<file path="config.mk">
export PLATFORM = sky130hd
export DESIGN_NAME = clk_div_mon
export DESIGN_NICKNAME = d
export VERILOG_FILES = /design/src/rtl/clk_div_mon.sv
export SDC_FILE = /design/constraint.sdc
export NUM_CORES = 1
export LEC_CHECK = 0
export CORE_MARGIN = 2
export CORE_UTILIZATION = 54
export CTS_CLUSTER_DIAMETER = 30
export CTS_CLUSTER_SIZE = 8
export DETAILED_ROUTE_END_ITERATION = 6
export DONT_BUFFER_PORTS = 1
export PLACE_DENSITY_LB_ADDON = 0.3
export SETUP_SLACK_MARGIN = 0.3
export SLEW_MARGIN = 15
export SYNTH_ARGS = -nofsm -noshare
export SYNTH_HDL_FRONTEND = slang
export SYNTH_SLANG_ARGS = --single-unit
</file>
<file path="constraint.sdc">
create_clock -name i_clk -period 5.6 [get_ports i_clk]
set_input_delay 1.68 -clock i_clk [delete_from_list [all_inputs] [get_ports i_clk]]
set_output_delay 1.68 -clock i_clk [all_outputs]
set_load 0.01 [all_outputs]
</file>
<file path="src/rtl/clk_div_mon.sv">
// Receiving-end checker for a divide-by-2N waveform: measures high/low phase lengths,
// declares lock after LOCK_CNT good periods, flags duty and stuck faults. Macro: CLK_MON_SYNC_EN.
module clk_div_mon #(
  parameter int unsigned N         = 4,
  parameter int unsigned CW        = 8,
  parameter int unsigned LOCK_CNT  = 3,
  parameter int unsigned STUCK_MAX = 16
) (
  input  logic          i_clk,
  input  logic          rst,
  input  logic          div_in,
  input  logic          err_clr,
  output logic [CW-1:0] high_len,
  output logic [CW-1:0] low_len,
  output logic [CW:0]   period,
  output logic          period_vld,
  output logic          locked,
  output logic          duty_err,
  output logic          stuck,
  output logic          err_sticky
);
  localparam int unsigned   GW      = $clog2(LOCK_CNT + 1);
  localparam logic [CW-1:0] N_C     = CW'(N);
  localparam logic [CW-1:0] STUCK_C = CW'(STUCK_MAX);
  localparam logic [GW-1:0] LOCK_C  = GW'(LOCK_CNT);

  typedef enum logic [1:0] {ACQ, TRACK, LOCKED} state_t;

  state_t        r_state;
  logic          r_s_d;
  logic          r_have_high;
  logic          r_have_low;
  logic [CW-1:0] r_run;
  logic [GW-1:0] r_good_cnt;

  logic          w_s;
  logic          w_rise;
  logic          w_fall;
  logic          w_edge;
  logic          w_good;
  logic          w_period_evt;
  logic          w_stuck_evt;
  logic          w_err_evt;
  logic [CW-1:0] w_run_inc;

`ifdef CLK_MON_SYNC_EN
  logic r_sync1;
  logic r_sync2;

  always_ff @(posedge i_clk or posedge rst) begin
    if (rst) begin
      r_sync1 <= 1'b0;
      r_sync2 <= 1'b0;
    end else begin
      r_sync1 <= div_in;
      r_sync2 <= r_sync1;
    end
  end

  assign w_s = r_sync2;
`else
  assign w_s = div_in;
`endif

  assign w_rise    = w_s & ~r_s_d;
  assign w_fall    = ~w_s & r_s_d;
  assign w_edge    = w_rise | w_fall;
  assign w_run_inc = (r_run == '1) ? r_run : r_run + CW'(1);
  // A period is reported only once both phases were already seen before this rising
  // edge, so a phase truncated by reset or acquisition never gets judged.
  assign w_period_evt = w_rise & r_have_high & r_have_low;
  assign w_good       = (high_len == N_C) && (r_run == N_C);
  assign w_stuck_evt  = (r_state != ACQ) && !w_edge && (r_run == STUCK_C);
  assign w_err_evt    = w_stuck_evt | (w_period_evt & ~w_good);

  always_ff @(posedge i_clk or posedge rst) begin
    if (rst) begin
      r_state     <= ACQ;
      r_s_d       <= 1'b0;
      r_run       <= '0;
      r_have_high <= 1'b0;
      r_have_low  <= 1'b0;
      r_good_cnt  <= '0;
      high_len    <= '0;
      low_len     <= '0;
      period      <= '0;
      period_vld  <= 1'b0;
      locked      <= 1'b0;
      duty_err    <= 1'b0;
      stuck       <= 1'b0;
      err_sticky  <= 1'b0;
    end else begin
      r_s_d      <= w_s;
      period_vld <= 1'b0;
      duty_err   <= 1'b0;
      stuck      <= 1'b0;

      if (w_err_evt) begin
        err_sticky <= 1'b1;
      end else if (err_clr) begin
        err_sticky <= 1'b0;
      end

      case (r_state)
        ACQ: begin
          if (w_edge) begin
            r_state <= TRACK;
            r_run   <= CW'(1);
          end
        end
        default: begin
          if (w_stuck_evt) begin
            stuck       <= 1'b1;
            r_state     <= ACQ;
            r_run       <= '0;
            r_have_high <= 1'b0;
            r_have_low  <= 1'b0;
            r_good_cnt  <= '0;
            locked      <= 1'b0;
          end else begin
            r_run <= w_edge ? CW'(1) : w_run_inc;
            if (w_fall) begin
              high_len    <= r_run;
              r_have_high <= 1'b1;
            end
            if (w_rise) begin
              low_len    <= r_run;
              r_have_low <= 1'b1;
            end
            if (w_period_evt) begin
              period_vld <= 1'b1;
              period     <= {1'b0, high_len} + {1'b0, r_run};
              if (w_good) begin
                if (r_state == TRACK) begin
                  r_good_cnt <= r_good_cnt + GW'(1);
                  if (r_good_cnt + GW'(1) == LOCK_C) begin
                    r_state <= LOCKED;
                    locked  <= 1'b1;
                  end
                end
              end else begin
                duty_err   <= 1'b1;
                r_good_cnt <= '0;
                r_state    <= TRACK;
                locked     <= 1'b0;
              end
            end
          end
        end
      endcase
    end
  end
endmodule

</file>
==> run_results.csv <==
group,metric,value,unit
sta,whs,0.491,ns
sta,slew_headroom,0.393,
sta,timing.setup.tns,0,ns
worst_setup_path,worstSetupPathType,"in2reg",
finish,diodes,0,
yosys,ys_types,53,
worst_setup_path,endpoint_kind,"register",
clock_tree,htreeDepth,2,
sta,skew,0.0148,ns
sta,fin_ws,2.46,ns
sta,tightest_slew,0.910,ns
floorplanning,die_area,0.00506,sq mm
finish,nets,244,
yosys,synth_edf_count,0,
clock_tree,cts_tree,"yes",
detailed_routing,wl_per_cell,16.5,microns
sta,setup_viol,0,
yosys,synth-seq-cells,45,
yosys,netlist_instances,228,
sta,finalCritPeriodShare,0.560,
yosys,synth_top_area_share,0.463,
detailed_routing,detail-route-antenna-nets,0,
sta,min_period,3.14,ns
clock_tree,cts_buffers,5,
global_routing,grt_pass1_wl,8080,microns
finish,fin_util,0.588,
placed_design,port_buffers,0,
floorplanning,initial_core_util,0.559,
status,status,"finished, final reports clean",
global_routing,overflow,0,
placed_design,dp_slack,2.12,ns
floorplanning,io_pins,34,
placed_design,place_area,0.00244,sq mm
yosys,postSynthAreaPerCell,10.7,sq um
detailed_routing,vias_per_cell,5.84,
global_routing,antenna_found_initial,0,
yosys,synth_flop_cell,"dfrtp_1",
detailed_routing,drtIter0Drc,93,
global_routing,grt_usage,0.204,
yosys,yosys.area.top_type,"dfrtp_1",
clock_tree,cts_hold_buffers,0,
sta,hold_viol_final,0,
sta,maxSlewViolCount,0,
placed_design,dp_cells,271,
clock_tree,clkTransAtPathRegs,0.09,ns
detailed_routing,drt-pass1-iter-count,4,
finish,fill_cells,344,
detailed_routing,drc_errors,0,
min_path,hold_path.class,"reg2reg",
placed_design,place_hpwl,3310,microns
yosys,synth_nets,246,
clock_tree,clockBufferDepth,2,
yosys,async_flop_share,1.00,
sta,clock.fmax,319,MHz
pwr,power.density,319,mW/mm^2
finish,drive_above_1_share,0.110,
yosys,yosysMostFrequentCell,"dfrtp_1",
detailed_routing,wl,4590,microns
clock_tree,post-cts-setup-buffer-count,0,
yosys,ys_warn_count,0,
finish,multi_input_area,0.00120,sq mm
pwr,p_leak,1.20,nW
worst_setup_path,critPathMaxFanout,18,
clock_tree,clock_latency,0.30,ns
yosys,syn_area,0.00243,sq mm
placed_design,gp_congestion,0.838,
worst_setup_path,start_kind,"input pin",
worst_setup_path,crit_arrival,3.33,ns
yosys,ys_top_cells_by_area,"dfrtp_1 (46%), ha_1 (6.7%), mux2_1 (5.1%)",
finish,fin_area,0.00256,sq mm
clock_tree,cts_resized,0,
clock_tree,cts-root-buf,"clkbuf_8",
sta,rsz0062_at_grt,"no",
finish,stdcell_count,279,
pwr,vdd_drop_max,0.171,mV
worst_setup_path,required,5.79,ns
global_routing,grt_max_degree,46,
pwr,power,0.818,mW
floorplanning,rows,24,
floorplanning,die_x,71.1,microns
yosys,ys_top_cells_by_count,"dfrtp_1 (45), nand2_1 (27), o21ai_0 (22)",
flow_run,cap_violations,0,
clock_tree,numClockSinks,45,
finish,regArea,0.00113,sq mm
detailed_routing,vias,1629,
floorplanning,die_h,71.1,microns
yosys,ys_seq_area_frac,0.463,
floorplanning,fp.coreArea,0.00435,sq mm
global_routing,grt_pass1_vias,1670,
finish,area_growth,5.30,%
==> flip-flops by register name, summed over array words and instances, names as in the netlist <==
signal and count:
period 9, low_len 8, period_vld 1, r_have_high 1, r_s_d 1, r_have_low 1, err_sticky 1, r_good_cnt 2
r_state 2, r_run 8, high_len 8, locked 1, stuck 1, duty_err 1
==> cells in the final DEF, fill, tap and decap left out, types with 3 or more instances in the layout <==
cell	n
a211oi_1	3
a21oi_1	7
a31oi_1	6
clkbuf_8	6
dfrtp_1	45
ha_1	13
inv_1	12
mux2_1	11
mux2_2	4
nand2_1	27
nand2b_1	5
nand3_1	3
nor2_1	6
nor2b_1	4
nor3_1	3
o21ai_0	22
o21ai_1	5
o31ai_1	5
xor2_1	4
==> layout make-up <==
class | instances | share of cell area
Clock inverter | 1 | 0.0117
Tap cell | 52 | 0.0254
Inverter | 13 | 0.0191
Clock buffer | 7 | 0.0337
Sequential cell | 45 | 0.440
Multi-Input combinational cell | 161 | 0.470
==> final timing paths <==
kind                             startpoint    endpoint  slack [ns]  cells past startpoint
worst min-delay path             r_have_low  r_have_low        0.49                      2
min in group asynchronous               rst   period[7]        1.45                      1
worst min register to register   r_have_low  r_have_low        0.49                      2
worst max register to register  high_len[0]   period[8]        3.28                      7
max in group asynchronous               rst  low_len[2]        3.57                      1
worst max-delay path                 div_in   period[0]        2.46                      6
==> where the power goes <==
part / internal, mW / switching, mW / total (mW)
registers: 0.364 / 0.0589 / 0.423
logic: 0.0663 / 0.0759 / 0.142
clock network: 0.146 / 0.107 / 0.253
total: 0.575 / 0.242 / 0.818
==> worst max-delay path, stage by stage <==
cell	delay, ns
inv_1	0.02
ha_1	0.41
and3b_1	0.28
a31oi_4	0.12
nand2_1	0.42
mux2_2	0.39
==> cell families after synthesis <==
| logic type | synth area share |
|---|---|
| multiplexers | 0.0694 |
| XOR/XNOR | 0.0180 |
| buffers and inverters | 0.0417 |
| AND/OR/NAND/NOR | 0.155 |
| adder cells (fa/ha/maj) | 0.0751 |
| AO/OA/AOI/OAI | 0.178 |
| flip-flops | 0.463 |
==> metal layers <==
| layer | share of wire | vias to the layer above | wire length, microns | GRT usage |
|---|---|---|---|---|
| met4 | 0.020 | 0 | 90 | 0.0776 |
| met5 | 0 | - | 0 | 0 |
| li1 | - | 814 | - | - |
| met2 | 0.45 | 44 | 2060 | 0.314 |
| met1 | 0.48 | 763 | 2200 | 0.277 |
| met3 | 0.052 | 8 | 239 | 0.0556 |
Power figures use the tool's default switching activity.
